<file path="src/rtl/cpu_pkg.sv">
// Shared CPU front-end constants: default widths, PC step and opcode field layout
// used by the fetch stage and the decoder.
package cpu_pkg;

   localparam int DEF_ADDR_W  = 32;
   localparam int DEF_INSTR_W = 32;
   localparam int PC_STEP     = 4;

   localparam int OPC_MSB = 31;
   localparam int OPC_LSB = 24;
   localparam int OPC_W   = OPC_MSB - OPC_LSB + 1;

   typedef enum logic [OPC_W-1:0] {
      OPC_NOP    = 8'h00,
      OPC_ALU    = 8'h01,
      OPC_ALUI   = 8'h02,
      OPC_LOAD   = 8'h10,
      OPC_STORE  = 8'h11,
      OPC_BRANCH = 8'h20,
      OPC_JUMP   = 8'h21
   } opcode_e;

   function automatic logic [OPC_W-1:0] opcode_of(input logic [DEF_INSTR_W-1:0] instr);
      return instr[OPC_MSB:OPC_LSB];
   endfunction

endpackage

</file>
<file path="src/rtl/fetch_fifo.sv">
// DEPTH-entry synchronous FIFO of {pc, instr} pairs with a single-cycle flush.
// Push and pop may coincide at any occupancy, including full.
module fetch_fifo #(
   parameter int DEPTH   = 2,
   parameter int ADDR_W  = 32,
   parameter int INSTR_W = 32,
   parameter int CNT_W   = $clog2(DEPTH + 1)
) (
   input  logic               clk,
   input  logic               rst,
   input  logic               flush_i,
   input  logic               push_i,
   input  logic [ADDR_W-1:0]  push_pc_i,
   input  logic [INSTR_W-1:0] push_instr_i,
   input  logic               pop_i,
   output logic [ADDR_W-1:0]  head_pc_o,
   output logic [INSTR_W-1:0] head_instr_o,
   output logic               empty_o,
   output logic [CNT_W-1:0]   count_o
);

   localparam int PTR_W = (DEPTH > 1) ? $clog2(DEPTH) : 1;

   logic [ADDR_W-1:0]  pc_mem_q    [DEPTH];
   logic [INSTR_W-1:0] instr_mem_q [DEPTH];
   logic [PTR_W-1:0]   rd_ptr_q, rd_ptr_d;
   logic [PTR_W-1:0]   wr_ptr_q, wr_ptr_d;
   logic [CNT_W-1:0]   count_q, count_d;
   logic               full;

   function automatic logic [PTR_W-1:0] next_ptr(input logic [PTR_W-1:0] ptr);
      return (ptr == PTR_W'(DEPTH - 1)) ? '0 : ptr + PTR_W'(1);
   endfunction

   assign empty_o      = (count_q == '0);
   assign full         = (count_q == CNT_W'(DEPTH));
   assign count_o      = count_q;
   assign head_pc_o    = pc_mem_q[rd_ptr_q];
   assign head_instr_o = instr_mem_q[rd_ptr_q];

   always_comb begin
      rd_ptr_d = rd_ptr_q;
      wr_ptr_d = wr_ptr_q;
      count_d  = count_q + CNT_W'(push_i) - CNT_W'(pop_i);
      if (push_i) wr_ptr_d = next_ptr(wr_ptr_q);
      if (pop_i)  rd_ptr_d = next_ptr(rd_ptr_q);
   end

   always_ff @(posedge clk) begin
      if (rst || flush_i) begin
         rd_ptr_q <= '0;
         wr_ptr_q <= '0;
         count_q  <= '0;
      end else begin
         rd_ptr_q <= rd_ptr_d;
         wr_ptr_q <= wr_ptr_d;
         count_q  <= count_d;
      end
   end

   // Storage carries no reset; validity is tracked by the pointers alone.
   always_ff @(posedge clk) begin
      if (push_i && !flush_i) begin
         pc_mem_q[wr_ptr_q]    <= push_pc_i;
         instr_mem_q[wr_ptr_q] <= push_instr_i;
      end
   end

   assert property (@(posedge clk) disable iff (rst) !(push_i && full && !pop_i && !flush_i));

endmodule

</file>
<file path="src/rtl/fetch_unit.sv">
// Instruction fetch stage: PC, credit-limited memory requests, response FIFO and redirect flush.
// Optional FETCH_PERF_EN adds a saturating stall_cycles counter output.
module fetch_unit
   import cpu_pkg::*;
#(
   parameter int                ADDR_W   = DEF_ADDR_W,
   parameter int                INSTR_W  = DEF_INSTR_W,
   parameter int                DEPTH    = 2,
   parameter logic [ADDR_W-1:0] RESET_PC = '0
) (
   input  logic               clk,
   input  logic               rst,
   output logic               imem_req_valid,
   input  logic               imem_req_ready,
   output logic [ADDR_W-1:0]  imem_req_addr,
   input  logic               imem_rsp_valid,
   input  logic [INSTR_W-1:0] imem_rsp_data,
   input  logic               redirect_valid,
   input  logic [ADDR_W-1:0]  redirect_pc,
   output logic               out_valid,
   input  logic               out_ready,
   output logic [INSTR_W-1:0] out_instr,
   output logic [ADDR_W-1:0]  out_pc
`ifdef FETCH_PERF_EN
   ,
   output logic [31:0]        stall_cycles
`endif
);

   localparam int CNT_W = $clog2(DEPTH + 1);

   logic [ADDR_W-1:0] fetch_pc_q, fetch_pc_d;
   logic [ADDR_W-1:0] rsp_pc_q, rsp_pc_d;
   logic [CNT_W-1:0]  inflight_q, inflight_d;
   logic [CNT_W-1:0]  discard_q, discard_d;
   logic              init_q;

   logic [CNT_W-1:0]  fifo_count;
   logic              fifo_empty;
   logic [CNT_W:0]    occupancy;
   logic              req_hs, push, pop;
   logic [ADDR_W-1:0] redirect_aligned;
   logic              unused_redirect_lsb;

   assign redirect_aligned    = {redirect_pc[ADDR_W-1:2], 2'b00};
   assign unused_redirect_lsb = ^redirect_pc[1:0];

   // Outstanding requests plus buffered words never exceed DEPTH, so a push always finds room.
   always_comb begin
      occupancy      = {1'b0, inflight_q} + {1'b0, fifo_count};
      imem_req_valid = !rst && !init_q && !redirect_valid && (occupancy < (CNT_W+1)'(DEPTH));
      imem_req_addr  = fetch_pc_q;
      req_hs         = imem_req_valid && imem_req_ready;
      out_valid      = !rst && !fifo_empty;
      pop            = out_valid && out_ready && !redirect_valid;
      push           = imem_rsp_valid && (discard_q == '0) && !redirect_valid;
   end

   always_comb begin
      fetch_pc_d = fetch_pc_q;
      rsp_pc_d   = rsp_pc_q;
      discard_d  = discard_q;
      inflight_d = inflight_q + CNT_W'(req_hs) - CNT_W'(imem_rsp_valid);
      if (redirect_valid) begin
         fetch_pc_d = redirect_aligned;
         rsp_pc_d   = redirect_aligned;
         // Everything still outstanding after this cycle belongs to the abandoned path.
         discard_d  = inflight_d;
      end else begin
         if (req_hs) fetch_pc_d = fetch_pc_q + ADDR_W'(PC_STEP);
         if (imem_rsp_valid) begin
            if (discard_q != '0) discard_d = discard_q - CNT_W'(1);
            else                 rsp_pc_d  = rsp_pc_q + ADDR_W'(PC_STEP);
         end
      end
   end

   always_ff @(posedge clk) begin
      if (rst) begin
         fetch_pc_q <= RESET_PC;
         rsp_pc_q   <= RESET_PC;
         inflight_q <= '0;
         discard_q  <= '0;
         init_q     <= 1'b1;
      end else begin
         fetch_pc_q <= fetch_pc_d;
         rsp_pc_q   <= rsp_pc_d;
         inflight_q <= inflight_d;
         discard_q  <= discard_d;
         init_q     <= 1'b0;
      end
   end

   fetch_fifo #(
      .DEPTH   (DEPTH),
      .ADDR_W  (ADDR_W),
      .INSTR_W (INSTR_W),
      .CNT_W   (CNT_W)
   ) u_fifo (
      .clk          (clk),
      .rst          (rst),
      .flush_i      (redirect_valid),
      .push_i       (push),
      .push_pc_i    (rsp_pc_q),
      .push_instr_i (imem_rsp_data),
      .pop_i        (pop),
      .head_pc_o    (out_pc),
      .head_instr_o (out_instr),
      .empty_o      (fifo_empty),
      .count_o      (fifo_count)
   );

`ifdef FETCH_PERF_EN
   logic [31:0] stall_cnt_q;

   always_ff @(posedge clk) begin
      if (rst) begin
         stall_cnt_q <= '0;
      end else if (out_ready && !out_valid && (stall_cnt_q != 32'hFFFF_FFFF)) begin
         stall_cnt_q <= stall_cnt_q + 32'd1;
      end
   end

   assign stall_cycles = stall_cnt_q;
`endif

endmodule

</file>
<file path="config.mk">
export PLATFORM = sky130hd
export DESIGN_NAME = fetch_unit
export DESIGN_NICKNAME = d
export VERILOG_FILES = /design/src/rtl/cpu_pkg.sv /design/src/rtl/fetch_fifo.sv /design/src/rtl/fetch_unit.sv
export SDC_FILE = /design/constraint.sdc
export NUM_CORES = 1
export LEC_CHECK = 0
export ABC_CLOCK_PERIOD_IN_PS = 5400
export CAP_MARGIN = 20
export CORE_ASPECT_RATIO = 0.9
export CORE_UTILIZATION = 47
export DETAILED_ROUTE_END_ITERATION = 10
export PLACE_DENSITY = 0.77
export SLEW_MARGIN = 20
export SYNTH_ARGS = -nofsm -noshare
export SYNTH_HDL_FRONTEND = slang
export SYNTH_SLANG_ARGS = --single-unit
</file>
<file path="constraint.sdc">
create_clock -name clk -period 5.4 [get_ports clk]
set_input_delay 0.54 -clock clk [delete_from_list [all_inputs] [get_ports clk]]
set_output_delay 0.54 -clock clk [all_outputs]
set_load 0.01 [all_outputs]
</file>
Word-level counts from Yosys, hierarchy flattened:

Memory sizes are Yosys's and may differ from the RTL's. A register that Yosys moved wholly into a read port is not among the register bits.
Cells that the tools add are included.

* flip-flop bits (word level): 73
* bits in latches: 0
* memory bits (writable): 128
* bits in read-only memories: 0
* output and inout port bits: 98
* logic and storage cells: 67
* memories kept: 2

Memory list
* u_fifo.instr_mem_q: words 2, bits a word 32, rd ports 1, clocked after Yosys merged registers in 1, write ports 1, line fetch_fifo.sv:25 `logic [INSTR_W-1:0] instr_mem_q [DEPTH];`
* u_fifo.pc_mem_q: words 2, bits a word 32, rd ports 1, clocked after Yosys merged registers in 1, write ports 1, line fetch_fifo.sv:24 `logic [ADDR_W-1:0] pc_mem_q [DEPTH];`

* $add $sub $neg: 10
* multipliers: 0
* divide/modulo/power cells: 0
* magnitude comparators: 1
* equality and inequality tests: 1
* shift operators: 0
* multiplexer cells: 17
* bitwise gates (word level): 1
* reduce and logical (&&, ||, !) cells: 25

Operators by type and width (count)
* $mux 32: 5
* $add 32x3->32 const B: 2
* $logic_and 1x1->1: 10
* $mux 1: 9
* $reduce_bool 2->1: 4
* $mux 2: 3
* $reduce_and 2->1: 3
* $add 2x1->2: 2
* $logic_not 1->1: 4
* $logic_not 2->1: 2
* $sub 2x1->2: 2
* $add 2x2->3: 1
* $lt 3x2->1 const B: 1
* $add 1x1->1 const B: 2
* $ne 2x2->1 const B: 1
* $reduce_or 2->1: 1
* $sub 2x1->2 const B: 1
* $logic_or 1x1->1: 1
* $not 1->1: 1

Logic depth before layout (Yosys ltp):

* word-level depth: 8
* depth in mapped cells: 14
* depth with buffers taken out: 13

Hierarchy:

Synthesis repeated with hierarchy kept, for this count alone.

* cell total of the unflattened synthesis: 626
* area, all modules: 8630.8 um2

By module, submodules not included
* fetch_fifo: instances 1, cells each 219, area each 5141.2 um2
* fetch_unit: instances 1, cells each 407, area each 3489.6 um2

Least setup slack after synthesis:

No wires, ideal clock.

* kind: register to register
* start point: register discard_q[0]
* end point: memory u_fifo.instr_mem_q[0][0], enable pin
* library setup time: 0.558 ns
* data arrival time: 5.154 ns
* data required time: 4.842 ns
* path slack: -0.312 ns
* stages on the path, launching flop included: 6
* path buffers: 1
* period minus slack after synthesis: 5.712 ns
* path through: dfxtp_1 inv_1 ha_1 nand2_1 clkbuf_1 nor3_1

* cells in the longest elaborated chain, start to end: 6

RTL lines
* from (decl): line fetch_unit.sv:35 `logic [CNT_W-1:0] discard_q, discard_d;`
* from (signal assigned): line fetch_unit.sv:89 `discard_q <= discard_d;`
* $logic_not 2->1: line fetch_unit.sv:56 `push = imem_rsp_valid && (discard_q == '0) && !redirect_valid;`
* $logic_and 1x1->1 (2 in a row): line fetch_unit.sv:56
* $logic_and 1x1->1: line fetch_fifo.sv:63 `if (push_i && !flush_i) begin`
* $mux 1: line fetch_fifo.sv:63
* $mux 1 (not written as such): line fetch_fifo.sv:65 `instr_mem_q[wr_ptr_q] <= push_instr_i;`
* to (decl): line fetch_fifo.sv:25

No other way between the ends.

Worst setup path in the final report:

* start point: input rst
* end point: output imem_req_valid

* cells in the longest elaborated chain, start to end: 4

RTL lines
* from (decl): line fetch_unit.sv:12 `input logic rst,`
* $logic_not 1->1: line fetch_unit.sv:51 `imem_req_valid = !rst && !init_q && !redirect_valid && (occupancy < (CNT_W+1)'(DEPTH));`
* $logic_and 1x1->1 (3 in a row): line fetch_unit.sv:51
* to (decl): line fetch_unit.sv:13 `output logic imem_req_valid,`

No other way between the ends.

==> impl_metrics.ini <==
[run_status]
status = complete, no violations

[place]
gp_congestion = 0.894
pre_cts_ws_ns = 1.91
port_buffers = 161
dp_hpwl_um = 12800

[finish]
final_cell_mix = clkdlybuf4s50_1, edfxtp_1, dfxtp_1, mux2_2, xnor2_1
syn_to_final_growth_pct = 27.6
multi_input_area_um2 = 2980
layout-drive-gt1-share_pct = 13.9
area.sequential_um2 = 5130
mostFrequentLayoutCell = clkdlybuf4s50_1
final_nets = 885
nFillCells = 1313

[critical_path]
worstPathMaxFanout = 47
cp_slowest_stage_delay_ns = 0.59
slowest_stage = clkdlybuf4s50_1
setup.worst_path.class = in2out
path_common_cell = clkdlybuf4s50_1
crit_path_start_kind = primary input
crit_path_end_kind = primary output
critPathArrivalTime_ns = 2.56
cp.required_ns = 4.86
cp_cell_sequence = clkdlybuf4s50_1 > buf_4 > or2_2 > nor4_1 > clkdlybuf4s50_1

[power_and_ir_drop]
powerDensity_nw_per_um2 = 303
p_leak_nw = 3.65
peakVddDrop_mv = 0.200

[sta]
hold_violations = 0
max_slew_margin_pct = 44.3
period_needed_ns = 3.10
worst_clock_skew_ns = 0.00615
fin_crit_sh_pct = 57.4
rsz0062_at_grt = no
timing.final.max_slew_violations = 0
post-route-worst-setup-slack_ns = 2.30
worst_slew_pin_slew_ns = 0.835
fmax_ghz = 0.322
setup_viol = 0
setup_tns_ns = 0

[routing]
ant_nets = 0
num_vias = 5781
drc = 0
vias_per_cell = 5.48
wire_per_inst_um = 17.7
drt_first_pass_iters = 4
drt_first_iter_violations = 298
drt-total-wl_um = 18700

[clock_network]
postCtsSetupBuffers = 0
cts_sinks = 194
holdBufCountCts = 0
ctsHtreeMaxLevel = 4
clockBufferDepth = 2
cts_buffers = 17
cts_tree = built
clkLatencyLatePin_ns = 0.43
clkTransAtPathRegs_ns = 0.06
cts_resized = 0
cts_root_buf = clkbuf_16

[synthesis]
ys_seq_elements = 194
ys_async_sr_fraction_pct = 0
syn_area_per_cell_um2 = 12.8
synth.distinct_cells = 56
syn-cell-area_um2 = 8380
synth-edff-count = 124
ys_dominant_reg_cell = edfxtp_1
synth_cells = 654
yosysWarnings = 0
ys_seq_area_share_pct = 61.2

[grt]
grt_pass1_vias = 5645
overflow = 0
grt_usage_pct = 20.5
grt_max_degree = 63
grt_first_pass_wirelength_um = 28500
antenna_found_initial = 1

[floorplan]
die-height_um = 129
die_w_um = 143
core-area_um2 = 17200
io-pin-count = 168
start_util_pct = 48.8
design.die.area_um2 = 18400
num_rows = 45

[worst_hold_path]
hold_path.class = reg2reg

[flow_run]
drv_cap = 0
[area by class of cell]
class,instances,area share (%)
clock buffers,20,4.09
clock inverters,11,0.796
inverters,29,1.04
flip-flops and latches,194,48.0
repair buffers,167,15.5
multi-input cells,398,27.8
diodes,1,0.0234
well taps,235,2.75
[final timing paths]
kind / cells after the start / from / slack (ns) / end
hold / removal: 0 / rsp_pc_q[29] / 0.50 / u_fifo.pc_mem_q[1][29]
setup / recovery: 5 / rst / 2.30 / imem_req_valid
hold reg to reg: 0 / rsp_pc_q[29] / 0.50 / u_fifo.pc_mem_q[1][29]
setup reg to reg: 13 / u_fifo.count_o[0] / 2.37 / discard_q[1]
[synth_stat cells, drive strengths merged (2+ instances only)]
cell type  instances  share of area, %
a31oi              3              0.22
clkbuf            25               1.1
inv               29               1.3
and3              11              0.82
a211oi             8              0.78
nand2b             2              0.15
or2                4              0.30
dfxtp             70                17
ha                 7               1.0
buf               11               1.1
and4               8              0.85
or3                3              0.22
nand4             26               2.1
nor2b              3              0.22
nor3              14              0.96
xor2              22               2.3
nand2             29               1.3
mux2i              2              0.24
nand3             18               1.1
and2               4              0.30
o21bai             2              0.18
mux2              62               8.3
edfxtp           124                44
o21a               6              0.54
xnor2             32               3.3
a21boi            33               3.0
o31a               5              0.52
nor2              33               1.7
a21oi             27               1.6
nor4              14               1.4
o21ai              5              0.30
[flip-flops by register name (all words and copies together), names as in the netlist, named ones only]
register,flops
init_q,1
u_fifo.count_o,2
u_fifo.instr_mem_q,64
u_fifo.rd_ptr_q,1
rsp_pc_q,30
imem_req_addr,30
discard_q,2
u_fifo.pc_mem_q,60
inflight_q,2
u_fifo.wr_ptr_q,1
[kinds of logic after synthesis]
family | synth area share (%)
buffers and inverters | 3.60
adder cells (fa/ha/maj) | 1.28
AND/OR/NAND/NOR | 11.9
flip-flops | 61.2
other | 0.0448
XOR/XNOR | 5.64
multiplexers | 8.57
AO/OA/AOI/OAI | 7.79
[power breakdown]
part | switching (mW) | internal [mW]
clock | 0.533 | 0.592
combinational | 0.177 | 0.206
sequential | 0.0658 | 1.66
[per-layer routing]
layer,up-vias,global-route usage [%],wire length [um]
li1,2702,-,-
met1,2760,28.0,8660
met2,294,31.2,8130
met3,25,6.40,1630
met4,0,6.83,267
met5,-,0,0
[metrics by stage]
step | power (mW) | cells | utilization (%) | area (um2) | hold slack (ns)
6_report | 3.24 | 1055 | 62.2 | 10700 | 0.504
5_1_grt | 3.35 | 1054 | 62.2 | 10700 | 0.526
4_1_cts | 3.26 | 1054 | 62.2 | 10700 | 0.511
3_5_place_dp | 2.14 | 1023 | 59.2 | 10200 | 0.495
3_3_place_gp | 2.13 | 1023 | 59.2 | 10200 | 0.482
2_1_floorplan | 1.94 | 657 | - | 8400 | 0.447
[critical path, delay by kind of cell]
family	cells	cell delay (ns)
buf+inv	3	1.27
simple gates	2	0.72
No activity file was read; power rests on OpenSTA's default activity.
